File: src/rtl/packet_pkg.sv
// Shared packet definitions and legality rules for the 4-port switch.
package packet_pkg;

    localparam int unsigned NUM_PORTS  = 4;
    localparam int unsigned FIFO_DEPTH = 16;
    localparam int unsigned PKT_WIDTH  = 16;

    localparam int unsigned SRC_MSB  = 15;
    localparam int unsigned SRC_LSB  = 12;
    localparam int unsigned TGT_MSB  = 11;
    localparam int unsigned TGT_LSB  = 8;
    localparam int unsigned DATA_MSB = 7;
    localparam int unsigned DATA_LSB = 0;

    localparam logic [TGT_MSB-TGT_LSB:0] BROADCAST = 4'b1111;

    typedef logic [SRC_MSB-SRC_LSB:0]   port_mask_t;
    typedef logic [DATA_MSB-DATA_LSB:0] pkt_data_t;

    typedef struct packed {
        port_mask_t src;
        port_mask_t tgt;
        pkt_data_t  data;
    } packet_t;

    function automatic port_mask_t port_onehot(input int unsigned port_id);
        return port_mask_t'(1 << port_id);
    endfunction

    function automatic logic is_onehot(input port_mask_t v);
        return (v != '0) && ((v & (v - port_mask_t'(1))) == '0);
    endfunction

    function automatic logic chk_no_src(input packet_t p);
        return p.src == '0;
    endfunction

    function automatic logic chk_multi_src(input packet_t p);
        return (p.src != '0) && !is_onehot(p.src);
    endfunction

    function automatic logic chk_no_tgt(input packet_t p);
        return p.tgt == '0;
    endfunction

    // Broadcast may include the source port; any other target may not.
    function automatic logic chk_self_loop(input packet_t p);
        return (p.tgt != BROADCAST) && ((p.src & p.tgt) != '0);
    endfunction

    function automatic logic chk_src_mismatch(input packet_t p, input port_mask_t own);
        return p.src != own;
    endfunction

    function automatic logic pkt_is_legal(input packet_t p, input port_mask_t own);
        return !(chk_no_src(p) || chk_multi_src(p) || chk_no_tgt(p) ||
                 chk_self_loop(p) || chk_src_mismatch(p, own));
    endfunction

endpackage

File: src/rtl/sync_fifo.sv
// Synchronous FIFO with valid/ready on both sides and an occupancy count.
module sync_fifo #(
    parameter int unsigned WIDTH = 16,
    parameter int unsigned DEPTH = 16
) (
    input  logic                     clk,
    input  logic                     rst_n,
    input  logic                     wr_valid_i,
    output logic                     wr_ready_o,
    input  logic [WIDTH-1:0]         wr_data_i,
    output logic                     rd_valid_o,
    input  logic                     rd_ready_i,
    output logic [WIDTH-1:0]         rd_data_o,
    output logic [$clog2(DEPTH):0]   count_o
);

    localparam int unsigned AW = $clog2(DEPTH);
    localparam int unsigned CW = AW + 1;

    logic [WIDTH-1:0] mem_q [DEPTH];

    logic [AW-1:0] wr_ptr_q, wr_ptr_d;
    logic [AW-1:0] rd_ptr_q, rd_ptr_d;
    logic [CW-1:0] count_q,  count_d;
    logic          not_full_q, not_full_d;
    logic          valid_q,    valid_d;

    logic wr_fire;
    logic rd_fire;

    assign wr_fire = wr_valid_i && not_full_q;
    assign rd_fire = rd_ready_i && valid_q;

    // Status flags are precomputed from the next count so they leave as flops.
    always_comb begin
        wr_ptr_d   = wr_ptr_q;
        rd_ptr_d   = rd_ptr_q;
        count_d    = count_q;
        not_full_d = not_full_q;
        valid_d    = valid_q;
        if (wr_fire) begin
            wr_ptr_d = wr_ptr_q + AW'(1);
        end
        if (rd_fire) begin
            rd_ptr_d = rd_ptr_q + AW'(1);
        end
        case ({wr_fire, rd_fire})
            2'b10:   count_d = count_q + CW'(1);
            2'b01:   count_d = count_q - CW'(1);
            default: count_d = count_q;
        endcase
        not_full_d = (count_d != CW'(DEPTH));
        valid_d    = (count_d != '0);
    end

    always_ff @(posedge clk or negedge rst_n) begin
        if (!rst_n) begin
            wr_ptr_q   <= '0;
            rd_ptr_q   <= '0;
            count_q    <= '0;
            not_full_q <= 1'b1;
            valid_q    <= 1'b0;
        end else begin
            wr_ptr_q   <= wr_ptr_d;
            rd_ptr_q   <= rd_ptr_d;
            count_q    <= count_d;
            not_full_q <= not_full_d;
            valid_q    <= valid_d;
        end
    end

    // Storage is not reset; stale entries are unreachable once pointers clear.
    always_ff @(posedge clk) begin
        if (wr_fire) begin
            mem_q[wr_ptr_q] <= wr_data_i;
        end
    end

    assign wr_ready_o = not_full_q;
    assign rd_valid_o = valid_q;
    assign rd_data_o  = mem_q[rd_ptr_q];
    assign count_o    = count_q;

endmodule

File: src/rtl/port_ingress.sv
// Per-port ingress: screens packets, buffers legal ones, reports drops.
// Optional statistics counters are enabled with PORT_INGRESS_STATS_EN.
module port_ingress #(
    parameter int unsigned PORT_ID    = 0,
    parameter int unsigned FIFO_DEPTH = packet_pkg::FIFO_DEPTH,
    parameter int unsigned PKT_WIDTH  = packet_pkg::PKT_WIDTH
) (
    input  logic                          clk,
    input  logic                          rst_n,
    input  logic                          in_valid,
    output logic                          in_ready,
    input  logic [PKT_WIDTH-1:0]          in_pkt,
    output logic                          out_valid,
    input  logic                          out_ready,
    output logic [PKT_WIDTH-1:0]          out_pkt,
    output logic [3:0]                    out_tgt,
    output logic                          drop_pulse,
    output logic [$clog2(FIFO_DEPTH):0]   fifo_count
`ifdef PORT_INGRESS_STATS_EN
    ,
    output logic [15:0]                   stat_rx,
    output logic [15:0]                   stat_drop,
    output logic [15:0]                   stat_fwd
`endif
);

    import packet_pkg::*;

    localparam port_mask_t OWN_ONEHOT = port_onehot(PORT_ID);

    packet_t in_hdr;
    logic    accept;
    logic    legal;
    logic    wr_en;
    logic    drop_q, drop_d;

    assign in_hdr = packet_t'(in_pkt);
    assign accept = in_valid && in_ready;
    assign legal  = pkt_is_legal(in_hdr, OWN_ONEHOT);
    assign wr_en  = accept && legal;

    sync_fifo #(
        .WIDTH (PKT_WIDTH),
        .DEPTH (FIFO_DEPTH)
    ) u_fifo (
        .clk        (clk),
        .rst_n      (rst_n),
        .wr_valid_i (wr_en),
        .wr_ready_o (in_ready),
        .wr_data_i  (in_pkt),
        .rd_valid_o (out_valid),
        .rd_ready_i (out_ready),
        .rd_data_o  (out_pkt),
        .count_o    (fifo_count)
    );

    assign out_tgt = out_pkt[TGT_MSB:TGT_LSB];

    // Illegal packets are still consumed; the drop is flagged one cycle later.
    always_comb begin
        drop_d = accept && !legal;
    end

    always_ff @(posedge clk or negedge rst_n) begin
        if (!rst_n) begin
            drop_q <= 1'b0;
        end else begin
            drop_q <= drop_d;
        end
    end

    assign drop_pulse = drop_q;

`ifdef PORT_INGRESS_STATS_EN
    function automatic logic [15:0] sat_inc(input logic [15:0] v, input logic en);
        return (en && (v != 16'hFFFF)) ? v + 16'd1 : v;
    endfunction

    logic [15:0] rx_q,   rx_d;
    logic [15:0] drp_q,  drp_d;
    logic [15:0] fwd_q,  fwd_d;

    always_comb begin
        rx_d  = sat_inc(rx_q,  accept);
        drp_d = sat_inc(drp_q, accept && !legal);
        fwd_d = sat_inc(fwd_q, out_valid && out_ready);
    end

    always_ff @(posedge clk or negedge rst_n) begin
        if (!rst_n) begin
            rx_q  <= '0;
            drp_q <= '0;
            fwd_q <= '0;
        end else begin
            rx_q  <= rx_d;
            drp_q <= drp_d;
            fwd_q <= fwd_d;
        end
    end

    assign stat_rx   = rx_q;
    assign stat_drop = drp_q;
    assign stat_fwd  = fwd_q;
`endif

endmodule
File: config.mk
export PLATFORM = sky130hd
export DESIGN_NAME = port_ingress
export DESIGN_NICKNAME = d
export VERILOG_FILES = /design/src/rtl/packet_pkg.sv /design/src/rtl/sync_fifo.sv /design/src/rtl/port_ingress.sv
export SDC_FILE = /design/constraint.sdc
export NUM_CORES = 1
export LEC_CHECK = 0
export CAP_MARGIN = 20
export CORE_MARGIN = 5
export CORE_UTILIZATION = 35
export CTS_CLUSTER_SIZE = 25
export DETAILED_ROUTE_END_ITERATION = 6
export SLEW_MARGIN = 30
export SYNTH_ARGS = -nofsm -noshare
export SYNTH_HDL_FRONTEND = slang
export SYNTH_SLANG_ARGS = --single-unit
File: constraint.sdc
create_clock -name clk -period 3.6 [get_ports clk]
set_clock_uncertainty 0.05 [all_clocks]
set_input_delay 0.54 -clock clk [delete_from_list [all_inputs] [get_ports clk]]
set_output_delay 0.54 -clock clk [all_outputs]
set_load 0.01 [all_outputs]
==> flow_summary.yaml, run 1 <==
worst_setup_path:
  cpMostUsedCell: "mux4_2"
  required_ns: 3.01
  reg2reg_from: "u_fifo.wr_ready_o"
  cp-start-kind: "register"
  cp_max_fo: 23
  setup.worst_path.end_class: "output port"
  crit_family: "multiplexers"
  path_cells: "buf_12, mux4_2, mux4_2, clkdlybuf4s50_1"
  cp.arrival_ns: 2.87
  criticalPathCategory: "reg -> out"
  cp_num_buf_inv: 2
  slowest_delay_ns: 0.54
  r2r_setup_slack_ns: 1.06
  reg2regPathDepth: 11
  r2r-end: "u_fifo.rd_valid_o"
  critical-path-slowest-cell: "mux4_2"
floorplan:
  dieArea_mm2: 0.0341
  start_util: 0.352
  core_area_mm2: 0.0303
  row_count: 64
  die-height_um: 185
  die_width_um: 185
  io_pins: 48
synthesis:
  synthAdderAreaFrac: 0.00938
  syn-cell-area_mm2: 0.0107
  synth_seq_cells: 272
  synth_top_family_by_area: "multiplexers"
  syn_nets: 496
  synth_ff_type: "edfxtp_1"
  synth_compound_area_frac: 0.00774
  yosysTopAreaCell: "edfxtp_1"
  avgSynthCellArea_um2: 22.8
  async_flop_share: 0.0588
  synthMuxAreaShare: 0.173
  synth_warnings: 0
  synth_area_leaders: "edfxtp_1, mux4_2, dfrtp_1"
  synth.top_cell.area_share: 0.720
  ys_seq_area_frac: 0.758
  synth_cell_types: 40
  syn_inst: 468
  synthXorXnorAreaFrac: 0.00902
  synthSimpleGateAreaFrac: 0.0286
  synth_edf_count: 256
route:
  vias: 4945
  drt_pre_antenna_iters: 4
  viasPerCell: 4.99
  drcViolationCount: 0
  wire_per_inst_um: 22.8
  drt_iter0_drc: 342
  antenna_left: 0
  routed_wirelength_um: 22600
global_route:
  grt_max_degree: 24
  grt_pass1_wl_um: 34100
  overflow: 0
  antenna_found_initial: 0
  track_usage: 0.134
  grt_pass1_vias: 5373
timing:
  min_period_over_period: 0.961
  fin_setup_tns_ns: 0
  clock.fmax_ghz: 0.289
  hold_violations: 0
  rsz0062_at_grt: "false"
  finalHoldWorstSlack_ns: 0.399
  tightest_slew_ns: 0.740
  period_needed_ns: 3.46
  finalSetupViolations: 0
  slew_violations: 0
  slew_headroom: 0.505
finish:
  n_antenna_cell: 0
  fill_cells: 2570
  fin_util: 0.427
  syn_to_final_growth_pct: 21.4
  seqCellArea_mm2: 0.00809
  layout-drive-gt1-share: 0.314
  multi_input_area_mm2: 0.00243
  instances_no_fill: 991
  nets: 601
power_and_ir_drop:
  p_leak_uw: 0.00421
  vdd.ir_drop.worst_mv: 0.474
  power_density_mw_per_mm2: 726
placed_design:
  routabilityCongestion: 0.734
  io_buffers: 47
  post-place-cells: 936
  dp_hpwl_um: 14000
clock_tree:
  clkTransAtPathRegs_ns: 0.06
  cts.sink_count: 272
  ctsLongestPathBuffers: 3
  root_buffer: "clkbuf_16"
  tritoncts: "done"
  cts_resized: 0
  cts_made_buffers: 28
  cts-htree-levels: 1
  clock_latency_ns: 0.53
status:
  outcome: "complete, no violations"
min_path:
  hp-class: "in -> async"
run:
  maxCapViolations: 0
## area by class of cell
class                   instances  area share
clock inverters                15      0.0142
clock buffers                  37      0.0583
flip-flops and latches        272       0.625
well taps                     396      0.0382
multi-input cells             163       0.187
inverters                       5     0.00164
repair buffers                103      0.0755
## worst max-delay path by stage
| stage | slack [ns] | end | from | cells after the start |
|---|---|---|---|---|
| 2_1_floorplan | 0.36 | u_fifo.rd_valid_o | in_pkt[13] | 14 |
| 3_3_place_gp | -0.17 | u_fifo.rd_valid_o | in_pkt[13] | 13 |
| 3_5_place_dp | -0.22 | u_fifo.wr_ready_o | in_pkt[15] | 13 |
| 4_1_cts | 0.09 | out_tgt[0] | u_fifo.rd_ptr_q[0] | 4 |
| 5_1_grt | 0.04 | out_tgt[0] | u_fifo.rd_ptr_q[0] | 4 |
| 6_report | 0.14 | out_tgt[0] | u_fifo.rd_ptr_q[0] | 4 |
## metrics by stage
stage / setup slack (ns) / power, uW / area (um2)
finish: 0.139 / 9410 / 13000
global route: 0.0359 / 9840 / 13000
CTS: 0.0877 / 9540 / 13000
detailed placement: -0.221 / 6600 / 12000
global placement: -0.170 / 6540 / 12000
floorplan: 0.362 / 5540 / 10700
## registers in the layout, summed over array words and instances, names as in the netlist
name / count
drop_pulse: 1
u_fifo.wr_ready_o: 1
u_fifo.rd_valid_o: 1
u_fifo.mem_q: 256
u_fifo.wr_ptr_q: 4
u_fifo.rd_ptr_q: 4
u_fifo.count_o: 5
## worst register-to-register path, cell delays in order, from the launching register on
cell and delay (ns):
dfstp_2 0.53, nand2_1 0.08, and2b_1 0.26, inv_4 0.04, ha_1 0.20, xor2_1 0.17
ha_1 0.21, o21ai_0 0.15, a21oi_1 0.06, nor4_1 0.32, xor2_1 0.16, nand3b_1 0.19
## cell usage after synthesis, drive strengths merged (2+ instances only)
library cell  instances
edfxtp              256
mux4                 80
and2                 17
dfrtp                15
buf                  14
clkbuf               14
ha                    8
xnor2                 8
nand2                 7
inv                   5
nor2                  4
o21ai                 4
a21oi                 3
xor2                  3
and3                  2
mux2                  2
mux2i                 2
nand3                 2
nand3b                2
nand4                 2
nor3b                 2
or4b                  2
## repair_timing
item | 4_1_cts | 5_1_grt
hold buffers | 0 | 0
setup buffers | 3 | 0
setup endpoints to repair | 16 | 0
## logic make-up after synthesis
logic type               count (synthesis)
multiplexers                            84
XOR/XNOR                                11
AND/OR/NAND/NOR                         48
flip-flops                             272
adder cells (fa/ha/maj)                  8
AO/OA/AOI/OAI                           12
buffers and inverters                   33
## metal layers
layer  share of wire  GRT usage  wire length, um  up-vias
met4           0.017     0.0291              373        0
met5               0          0                0        -
li1                -          -                -     2163
met2            0.51      0.235            11600       99
met3           0.042     0.0241              945       28
met1            0.43      0.178             9670     2655
## power by group
group	switching, uW	total (uW)	internal (uW)
logic	1200	2810	1610
registers	139	3690	3550
clock network	1140	2910	1770
## cell usage in the layout, fill, tap and decap left out, types with 2 or more instances in the layout
master | synthesis | routed
ha_1 | 8 | 8
clkdlybuf4s50_1 | 0 | 47
clkinvlp_4 | 0 | 2
buf_4 | 6 | 49
mux2i_1 | 2 | 2
buf_12 | 0 | 7
nand3b_1 | 2 | 2
mux2_2 | 2 | 2
and2_1 | 17 | 17
a21oi_1 | 3 | 3
nand4_1 | 2 | 2
dfrtp_1 | 15 | 13
nor3b_2 | 2 | 2
o21ai_0 | 4 | 4
nor2_1 | 4 | 4
clkbuf_1 | 14 | 8
bufinv_16 | 0 | 4
nand2_1 | 7 | 7
xor2_1 | 3 | 3
inv_1 | 4 | 4
nand3_1 | 2 | 2
xnor2_1 | 8 | 8
clkinv_2 | 0 | 2
clkbuf_16 | 0 | 29
clkinv_1 | 0 | 5
and3_1 | 2 | 2
mux4_2 | 80 | 80
edfxtp_1 | 256 | 256
Note: power is estimated with default switching activity, not from simulation.
==> inputs of run 2 (changes only) <==
CELL_PAD_IN_SITES_DETAIL_PLACEMENT = 0   (was default)
CELL_PAD_IN_SITES_GLOBAL_PLACEMENT = 2   (was default)
CTS_CLUSTER_DIAMETER = 30   (was default)
PLACE_DENSITY_LB_ADDON = 0.1   (was default)
==> run 2 against run 1 <==
Worst setup slack got worse by 0.049 ns. Flip-flop and latch count unchanged. Cell area is 10% higher. Critical path depth up 1. Non-clock buffer count increased by 10. Critical endpoint is now out_pkt[8]. Global-route usage up 1.8 points. Combinational power up 5%. Register-to-register slack hardly changed. Utilization grew 4.3 points. Die area unchanged.
==> flow_summary.yaml, run 2 (same netlist as run 1, synthesis figures left out) <==
clock_tree:
  tritoncts: "done"
  ctsLongestPathBuffers: 3
  root_buffer: "clkbuf_16"
  cts_made_buffers: 57
  cts.sink_count: 272
  clkTransAtPathRegs_ns: 0.05
  clock_latency_ns: 0.55
  cts-htree-levels: 2
  ctsHoldBuffers: 0
finish:
  nets: 640
  layout_commonest_cell: "edfxtp_1"
  mostFrequentLayoutCells: "edfxtp_1, mux4_2, clkbuf_16"
  syn_to_final_growth_pct: 33.5
  layout-drive-gt1-share: 0.383
  largest_reg_flops: 256
  regMostFlops: "u_fifo.mem_q"
  n_antenna_cell: 0
route:
  drt_iter0_drc: 303
  wire_per_inst_um: 23.8
  antenna_left: 0
  drcViolationCount: 0
  viasPerCell: 4.93
  routed_wirelength_um: 25200
  drt_pre_antenna_iters: 6
  vias: 5208
timing:
  min_period_over_period: 0.975
  hold_violations: 0
  finalSetupViolations: 0
  fin_setup_tns_ns: 0
  slew_violations: 0
  slew_headroom: 0.478
  period_needed_ns: 3.51
  tightest_slew_ns: 0.780
  clock.fmax_ghz: 0.285
placed_design:
  io_buffers: 47
  dp_hpwl_um: 15700
  routabilityCongestion: 0.756
status:
  outcome: "complete, no violations"
worst_setup_path:
  cp.arrival_ns: 2.92
  setup.worst_path.end_class: "output port"
  cp_max_fo: 13
  required_ns: 3.01
  cp-start-kind: "register"
  criticalPathCategory: "reg -> out"
floorplan:
  dieArea_mm2: 0.0341
  start_util: 0.352
  core_area_mm2: 0.0303
  die_width_um: 185
  row_count: 64
  die-height_um: 185
  io_pins: 48
run:
  maxCapViolations: 0
global_route:
  overflow: 0
  track_usage: 0.153
  grt_max_degree: 45
  antenna_found_initial: 0
  grt_pass1_wl_um: 37900
  grt_pass1_vias: 5807
power_and_ir_drop:
  power_uw: 11900
  p_leak_uw: 0.00484
  power_density_mw_per_mm2: 838
  vdd.ir_drop.worst_mv: 0.399
min_path:
  hp-class: "in -> async"
[run 2: cell count changes in the layout (fill, tap and decap cells not counted), moves of 2 or more]
cell,change
clkinv_2,+10
clkinvlp_4,+5
clkinv_4,+3
clkbuf_1,-5
buf_4,-3
clkdlybuf4s50_1,-2
buf_12,+10
inv_6,+2
buf_6,+2
clkinv_1,+5
bufinv_16,+6
clkbuf_16,+28
clkinv_8,+2
dlymetal6s2s_1,+2
[run 2: stage by stage]
step                      area, um2  instances  utilization  hold WS [ns]  setup WS [ns]
after CTS                     14200       1057        0.469         0.429        0.00228
final                         14300       1057        0.470         0.399         0.0900
after detailed placement      12200        946        0.402         0.469         -0.209
after global routing          14300       1057        0.470         0.464       -0.00373
after floorplan               10700        468            -         0.194          0.362
after global placement        12200        946        0.402         0.463         -0.180
[run 2: where the power goes]
group	internal (uW)	switching, uW
sequential	3560	151
combinational	1700	1240
clock	3610	1680
total	8880	3070
[run 2: final timing paths]
| kind | startpoint | endpoint | slack (ns) | cells past startpoint |
|---|---|---|---|---|
| worst min-delay path | rst_n | u_fifo.count_o[3] | 0.40 | 1 |
| max in group asynchronous | rst_n | u_fifo.rd_ptr_q[0] | 2.52 | 1 |
| worst max register to register | u_fifo.wr_ready_o | u_fifo.rd_valid_o | 1.06 | 11 |
| min in group clk | u_fifo.count_o[4] | u_fifo.count_o[4] | 0.46 | 1 |
| worst max-delay path | u_fifo.rd_ptr_q[0] | out_pkt[8] | 0.09 | 5 |
| worst min register to register | u_fifo.count_o[4] | u_fifo.count_o[4] | 0.46 | 1 |
[run 2: routing by layer]
metal,GRT usage,part of all wire,up-vias
met5,0,0,-
met4,0.0385,0.015,0
met3,0.0310,0.039,33
met2,0.258,0.51,107
met1,0.204,0.43,2788
li1,-,-,2280
[run 2: repair_timing]
action,4_1_cts,5_1_grt
pin swaps,0,0
buffers inserted,3,0
setup endpoints to repair,11,6
gates resized for setup,0,5
cloned,0,0
[run 2: layout make-up]
class,count,area [um2]
clock buffer,60,1440
timing repair buffer,113,1210
tap,396,495
sequential,272,8090
clock inverter,48,566
inverter,5,21.3
fill,2527,16100
multi-input combinational,163,2430
[run 2: critical path, stage by stage (launching register included)]
cell             delay (ns)
dfrtp_4                0.49
buf_12                 0.15
buf_12                 0.16
mux4_2                 0.54
mux4_2                 0.52
clkdlybuf4s50_1        0.50
